`src/rtl/spike_rate_if.sv`:
```
`default_nettype none
// ============================================================================
//  Module   : spike_rate_if
//  Brief    : Spike input, rate word handshake and ISI result bundle.
//  Revision : 1.0
// ============================================================================
interface spike_rate_if #(
    parameter int COUNT_W = 8,
    parameter int ISI_W   = 8
);
    logic               enable;
    logic               spike_in;
    logic [COUNT_W-1:0] rate_out;
    logic               rate_valid;
    logic               rate_ready;
    logic               overrun;
    logic [ISI_W-1:0]   isi_out;
    logic               isi_valid;

    modport master (
        input  enable,
        input  spike_in,
        input  rate_ready,
        output rate_out,
        output rate_valid,
        output overrun,
        output isi_out,
        output isi_valid
    );

    modport slave (
        output enable,
        output spike_in,
        output rate_ready,
        input  rate_out,
        input  rate_valid,
        input  overrun,
        input  isi_out,
        input  isi_valid
    );
endinterface
`default_nettype wire

```
`src/rtl/spike_rate_decoder.sv`:
```
`default_nettype none
// ============================================================================
//  Module   : spike_rate_decoder
//  Brief    : Counts spike edges per fixed window into a rate word and
//             measures inter-spike interval in clock cycles.
//  Revision : 1.0
// ============================================================================
module spike_rate_decoder #(
    parameter int WINDOW_LOG2 = 8,
    parameter int COUNT_W     = 8,
    parameter int ISI_W       = 8
) (
    input  wire logic       clk,
    input  wire logic       reset,
    spike_rate_if.master    bus
);
    localparam logic [WINDOW_LOG2-1:0] c_WIN_LAST = '1;
    localparam logic [WINDOW_LOG2-1:0] c_WIN_ONE  = {{(WINDOW_LOG2-1){1'b0}}, 1'b1};
    localparam logic [COUNT_W-1:0]     c_CNT_MAX  = '1;
    localparam logic [ISI_W-1:0]       c_ISI_MAX  = '1;
    localparam logic [ISI_W-1:0]       c_ISI_ONE  = {{(ISI_W-1){1'b0}}, 1'b1};

    typedef enum logic [0:0] {
        S_IDLE  = 1'b0,
        S_COUNT = 1'b1
    } state_t;

    state_t                 r_state;
    logic                   r_spike_q;
    logic [WINDOW_LOG2-1:0] r_win_cnt;
    logic [COUNT_W-1:0]     r_spk_cnt;
    logic [ISI_W-1:0]       r_isi_tmr;
    logic                   r_have_prev;
    logic [COUNT_W-1:0]     r_rate_out;
    logic                   r_rate_valid;
    logic                   r_overrun;
    logic [ISI_W-1:0]       r_isi_out;
    logic                   r_isi_valid;

    logic                   w_edge;
    logic                   w_accept;
    logic [COUNT_W-1:0]     w_spk_sat;
    logic [ISI_W-1:0]       w_isi_inc;

    assign w_edge    = bus.spike_in & ~r_spike_q;
    assign w_accept  = r_rate_valid & bus.rate_ready;
    // Count including this cycle's edge, pinned at full scale.
    assign w_spk_sat = (r_spk_cnt == c_CNT_MAX) ? c_CNT_MAX
                     : r_spk_cnt + {{(COUNT_W-1){1'b0}}, w_edge};
    assign w_isi_inc = (r_isi_tmr == c_ISI_MAX) ? c_ISI_MAX : r_isi_tmr + c_ISI_ONE;

    always_ff @(posedge clk) begin
        if (reset) begin
            r_state      <= S_IDLE;
            r_spike_q    <= 1'b0;
            r_win_cnt    <= '0;
            r_spk_cnt    <= '0;
            r_isi_tmr    <= '0;
            r_have_prev  <= 1'b0;
            r_rate_out   <= '0;
            r_rate_valid <= 1'b0;
            r_overrun    <= 1'b0;
            r_isi_out    <= '0;
            r_isi_valid  <= 1'b0;
        end else begin
            r_spike_q   <= bus.spike_in;
            r_isi_valid <= 1'b0;
            if (w_accept) begin
                r_rate_valid <= 1'b0;
            end
            case (r_state)
                S_IDLE: begin
                    r_win_cnt   <= '0;
                    r_spk_cnt   <= '0;
                    r_isi_tmr   <= '0;
                    r_have_prev <= 1'b0;
                    if (bus.enable) begin
                        r_state <= S_COUNT;
                    end
                end
                S_COUNT: begin
                    if (!bus.enable) begin
                        r_state     <= S_IDLE;
                        r_win_cnt   <= '0;
                        r_spk_cnt   <= '0;
                        r_isi_tmr   <= '0;
                        r_have_prev <= 1'b0;
                    end else begin
                        r_win_cnt <= r_win_cnt + c_WIN_ONE;
                        // Window close publishes and restarts with no dead cycle;
                        // this load takes priority over the accept clear above.
                        if (r_win_cnt == c_WIN_LAST) begin
                            r_rate_out   <= w_spk_sat;
                            r_rate_valid <= 1'b1;
                            r_spk_cnt    <= '0;
                            if (r_rate_valid && !bus.rate_ready) begin
                                r_overrun <= 1'b1;
                            end
                        end else begin
                            r_spk_cnt <= w_spk_sat;
                        end
                        if (w_edge) begin
                            r_isi_tmr   <= c_ISI_ONE;
                            r_have_prev <= 1'b1;
                            if (r_have_prev) begin
                                r_isi_out   <= r_isi_tmr;
                                r_isi_valid <= 1'b1;
                            end
                        end else begin
                            r_isi_tmr <= w_isi_inc;
                        end
                    end
                end
                default: r_state <= S_IDLE;
            endcase
        end
    end

    assign bus.rate_out   = r_rate_out;
    assign bus.rate_valid = r_rate_valid;
    assign bus.overrun    = r_overrun;
    assign bus.isi_out    = r_isi_out;
    assign bus.isi_valid  = r_isi_valid;
endmodule
`default_nettype wire

```
`src/flat_wrapper.sv`:
```
// flat-port wrapper written by rule: the top's interface ports become plain ports
module spike_rate_decoder_flat 
#(
    parameter int WINDOW_LOG2 = 8,
    parameter int COUNT_W     = 8,
    parameter int ISI_W       = 8
)
  (clk, reset, bus_enable, bus_spike_in, bus_rate_ready, bus_rate_out, bus_rate_valid, bus_overrun, bus_isi_out, bus_isi_valid);
  spike_rate_if #(.COUNT_W(COUNT_W), .ISI_W(ISI_W)) bus_i ();
  input  wire logic clk;
  input  wire logic reset;
  input wire logic [$bits(bus_i.enable)-1:0] bus_enable;
  input wire logic [$bits(bus_i.spike_in)-1:0] bus_spike_in;
  input wire logic [$bits(bus_i.rate_ready)-1:0] bus_rate_ready;
  output wire logic [$bits(bus_i.rate_out)-1:0] bus_rate_out;
  output wire logic [$bits(bus_i.rate_valid)-1:0] bus_rate_valid;
  output wire logic [$bits(bus_i.overrun)-1:0] bus_overrun;
  output wire logic [$bits(bus_i.isi_out)-1:0] bus_isi_out;
  output wire logic [$bits(bus_i.isi_valid)-1:0] bus_isi_valid;
  assign bus_i.enable = bus_enable;
  assign bus_i.spike_in = bus_spike_in;
  assign bus_i.rate_ready = bus_rate_ready;
  assign bus_rate_out = bus_i.rate_out;
  assign bus_rate_valid = bus_i.rate_valid;
  assign bus_overrun = bus_i.overrun;
  assign bus_isi_out = bus_i.isi_out;
  assign bus_isi_valid = bus_i.isi_valid;
  spike_rate_decoder #(.WINDOW_LOG2(WINDOW_LOG2), .COUNT_W(COUNT_W), .ISI_W(ISI_W)) u_core (.clk(clk), .reset(reset), .bus(bus_i));
endmodule
```
`config.mk`:
```
export PLATFORM = sky130hd
export DESIGN_NAME = spike_rate_decoder_flat
export DESIGN_NICKNAME = d
export VERILOG_FILES = /design/src/rtl/spike_rate_if.sv /design/src/rtl/spike_rate_decoder.sv /design/src/flat_wrapper.sv
export SDC_FILE = /design/constraint.sdc
export NUM_CORES = 1
export LEC_CHECK = 0
export ABC_AREA = 1
export BUFFER_PORTS_ARGS = -buffer_cell sky130_fd_sc_hd__buf_2
export CAP_MARGIN = 20
export CORE_ASPECT_RATIO = 0.5
export CORE_UTILIZATION = 61
export DETAILED_ROUTE_END_ITERATION = 16
export GPL_ROUTABILITY_DRIVEN = 1
export PLACE_DENSITY = 0.83
export SYNTH_ARGS = -nofsm -noshare
export SYNTH_HDL_FRONTEND = slang
export SYNTH_SLANG_ARGS = --single-unit
```
`constraint.sdc`:
```
create_clock -name clk -period 5 [get_ports clk]
set_clock_uncertainty 0.2 [all_clocks]
set_input_delay 0.5 -clock clk [delete_from_list [all_inputs] [get_ports clk]]
set_output_delay 0.5 -clock clk [all_outputs]
set_load 0.02 [all_outputs]
```
# Yosys cells after proc, flatten, opt, wreduce, memory -nomap -nowiden
# Cells that the tools add are included.
# totals
inputBits,5
out_inout_bits,19
reg_bits,46
elab_cells,49
# classes
n_bitwise,6
n_mux,19
reduce_logical,6
addsub,3
n_eq_ne,4
# ops
operator,count
two-way mux 8 bit,7
case mux 8 bit (2 select lines),3
equality test 8 bit (second input constant),3
adder 8 x 1 -> 8 bit (second input constant),2
adder 8 x 1 -> 8 bit,1
two-way mux 1 bit,8
AND reduction 4 bit,2
inverter 1 bit,4
OR reduction 4 bit,1
inequality test 3 bit (second input constant),1
AND reduction 3 bit,1
AND 1 bit,2
case mux 1 bit (2 select lines),1
logical AND 1 bit,1
logical NOT 1 bit,1

# Longest topological paths before layout
# depth
depth_word,7
depth_mapped,10
mapped_depth_nobuf,10

# Worst setup path after synthesis
# OpenSTA, ideal clock, no wires.
# synth_path
path_type,input to register
start,input port bus_spike_in
end,register u_core.r_rate_out[6] (netlist: u_core.bus.rate_out[6])
t_arrival_ns,1.622
cell_stages,9
path_slack_ns,3.063
required_time_ns,4.685
path_cell_list,inv_1 -> nor2_4 -> ha_1 -> ha_1 -> nand3_1 -> o21ai_0 -> nand3_1 -> nor2_1 -> nor2_1
# synth_between
elab_chain_len,3
# synth_lines
item,line_no,source
from (decl),flat_wrapper.sv:13,input wire logic [$bits(bus_i.spike_in)-1:0] bus_spike_in;
AND 1 bit,spike_rate_decoder.sv:45,assign w_edge = bus.spike_in & ~r_spike_q;
adder 8 x 1 -> 8 bit,spike_rate_decoder.sv:49,": r_spk_cnt + {{(COUNT_W-1){1'b0}}, w_edge};"
two-way mux 8 bit,spike_rate_decoder.sv:48,assign w_spk_sat = (r_spk_cnt == c_CNT_MAX) ? c_CNT_MAX
to (signal assigned),spike_rate_decoder.sv:93,r_rate_out <= w_spk_sat;
to (decl),spike_rate_decoder.sv:34,logic [COUNT_W-1:0] r_rate_out;
# Every way passes these cells.
# A chain may end at the register's enable or synchronous reset.

# Worst setup path after layout
# layout_path
start,register u_core.r_spike_q
end,register u_core.r_rate_out[6] (netlist: u_core.bus.rate_out[6])
# layout_between
elab_chain_len,4
# layout_lines
item,line_no,source
from (decl),spike_rate_decoder.sv:29,logic r_spike_q;
from (signal assigned),spike_rate_decoder.sv:66,r_spike_q <= bus.spike_in;
inverter 1 bit,spike_rate_decoder.sv:45,
AND 1 bit,spike_rate_decoder.sv:45,
adder 8 x 1 -> 8 bit,spike_rate_decoder.sv:49,
two-way mux 8 bit,spike_rate_decoder.sv:48,
# Every way passes these cells.

==> reports/results.ini <==
[status]
result_of_the_run = finished, final reports clean

[logic_synthesis]
synth.yosys.seq_area_share_pct = 47.5
post-synth-top-area-cell = dfxtp_1
post_synth_inst_count = 244
synthesis.yosys.warnings = 0
synth.top_cells.by_area = dfxtp_1 47%, nor2_1 10%, nand2_1 6.4%
synth.ff_latch_count = 46
number_of_flops_mapped_to_enable_cells_by_yosys = 0
synth_top_area_share_pct = 47.5
syn-cell-area_um2 = 1940
syn_avg_cell_area_um2 = 7.95
synth.distinct_cells = 28
ys_async_sr_fraction_pct = 0
yosys_most_used_dff = dfxtp_1
post_synthesis_net_count = 253

[setup_path]
timing.critical_path.to_type = flip-flop
worst_r2r_startpoint = u_core.r_spike_q
path_max_fanout = 5
critPathRequiredTime_ns = 5.00
path_class = reg2reg
r2r_slack_ns = 3.08
timing.critical_path.from_type = flip-flop
rr_endpoint = u_core.bus.rate_out[6]
worstRegToRegCells = 8
worst_ep_arrival_time_ns = 1.92

[floorplanning]
die_area_um2 = 3420
initial_utilization_pct = 64.4
num_rows = 14
die_h_um = 41.9
die_w_um = 81.7
core_area_um2 = 3010
ios = 24

[grt]
largest_net_degree_at_the_start_of_global_routing = 17
first_pass_grt_wire_length_mm = 6.00
globalRouteOverflowTotal = 0
antenna_found_initial = 0
first_global_vias = 1438
gr-usage-all-layers_pct = 23.4

[finish]
final_nets = 280
final.fill_count = 251
diodes = 0
most-common-layout-cells = 52 x nor2_1, 46 x dfxtp_1, 33 x nand2_1
drive_above_1_share_pct = 17.3
layout.cells.most_common = nor2_1
flow.area_growth_from_synthesis_pct = 11.8

[timing]
timing_max_transition_violations_final = 0
final.setup.worst_slack_ns = 3.08
tightest_slew_ns = 0.395
finalHoldViolCount = 0
fin_hold_ws_ns = 0.245
rsz0062_at_grt = no
post-route-period-util_pct = 38.3
fmax_ghz = 0.522
post_route_setup_tns_ns = 0
setup-violations-final = 0
max_slew_margin_pct = 73.6
period_minus_slack_ns = 1.92

[pwr]
power.density_nw_per_um2 = 284
ir_worst_vdd_uv = 210
static-leakage-power_uw = 0.000963
report.power.total_uw = 616

[route]
detail_route.iter0.violations = 47
vias = 1581
wire_per_inst_um = 11.1
drc = 0
drt-vias-per-instance = 5.07
detail_route.first_pass.iterations = 4
final_antenna_net_count = 0
wl_mm = 3.47

[placed_design]
place_ws_ns = 2.79
gp_congestion = 0.819
placement.io_buffers = 23
hpwl_mm = 2.57

[clock_network]
ctsHtreeMaxLevel = 2
postCtsHoldBufs = 0
cts_root_buffer = clkbuf_8
post_cts.repair.setup_buffers = 0
clock_sink_count = 46
insertion_delay_ns = 0.30
clk_transition_reported_paths_ns = 0.08
clock_path_buffers = 2
cts_buffers = 5
clock_tree_from_tritoncts = done
postCtsResizedCells = 0

[min_path]
min_to = u_core.r_state
worst_min_path_class = in2reg
holdPathStages = 3
startpoint_of_the_tightest_hold_check_path = bus_enable

[flow_run]
maxCapViolCount = 0

## cell type report
type	count	area (µm²)	area share, %
sequential	46	921	42.5
multi-input combinational	168	888	41.0
timing repair buffer	23	115	5.31
inverter	27	103	4.73
clock buffer	7	86.3	3.98
tap	40	50.0	2.31
clock inverter	1	5.00	0.231
## metal layers
| metal | global-route usage (%) | vias to the layer above | wire length, µm |
|---|---|---|---|
| li1 | - | 837 | - |
| met5 | 0 | - | 0 |
| met3 | 7.25 | 7 | 118 |
| met1 | 28.0 | 718 | 1640 |
| met2 | 39.3 | 19 | 1670 |
| met4 | 8.42 | 0 | 42 |
## cell families (layout without fill, tap and decap cells)
logic type                 count (synthesis)  after routing  share of synthesized area [%]
xor gates and xnor gates                   4              4                           1.81
adders and majority gates                  4              4                           2.58
DFF                                       46             46                           47.5
and+or+nand+nor                          118            118                           30.1
buffers and inverters                     30             58                           6.71
AOI/OAI and AO/OA                         42             42                           11.3
## registers in the layout (all words and copies together) (netlist names)
signal                 count
u_core.bus.isi_out         8
u_core.bus.rate_out        8
u_core.r_isi_tmr           8
u_core.r_spk_cnt           8
u_core.r_win_cnt           8
u_core.bus.isi_valid       1
u_core.bus.overrun         1
u_core.bus.rate_valid      1
u_core.r_have_prev         1
u_core.r_spike_q           1
u_core.r_state             1
## how the worst max path moves through the flow
stage | slack, ns | from | cells past startpoint | to
detailed placement | 2.79 | bus_spike_in | 10 | u_core.bus.rate_out[6]
global route | 2.92 | u_core.r_spike_q | 8 | u_core.bus.rate_out[6]
finish | 3.08 | u_core.r_spike_q | 8 | u_core.bus.rate_out[6]
floorplan | 3.06 | bus_spike_in | 9 | u_core.bus.rate_out[6]
CTS | 3.09 | u_core.r_spike_q | 8 | u_core.bus.rate_out[6]
global placement | 2.89 | bus_spike_in | 10 | u_core.bus.rate_out[6]
## power by group
part           leakage, µW  switching [µW]  internal, µW
clock            0.0000482             121           112
sequential        0.000371            1.30           368
combinational     0.000543            10.4          4.55
## per-stage QoR
stage          instances  cell area, µm²  util [%]
4_1_cts              312            2170      72.0
2_1_floorplan        244            1940         -
3_3_place_gp         304            2080      68.9
5_1_grt              312            2170      72.0
3_5_place_dp         304            2080      68.9
6_report             312            2170      72.0
## critical path, cell delays in order, from the launching register on
cell and delay (ns):
dfxtp_1 0.33, nor2_4 0.22, ha_1 0.24, ha_1 0.21, nand3_1 0.15, o21ai_0 0.25
nand3_1 0.10, nor2_1 0.09, nor2_1 0.04
## cells in the mapped netlist, types with 2 or more instances
master / number
nand2_2: 2
nand3_4: 2
dfxtp_1: 46
nor2_4: 5
a31oi_1: 7
inv_1: 23
nand2_1: 33
ha_1: 4
o21ai_1: 11
nand3_1: 13
xor2_1: 3
inv_2: 3
a21oi_1: 13
o21ai_0: 11
or2_1: 2
nor2_1: 52
buf_6: 2
nand2_4: 2
Note: power is estimated with default switching activity, not from simulation.
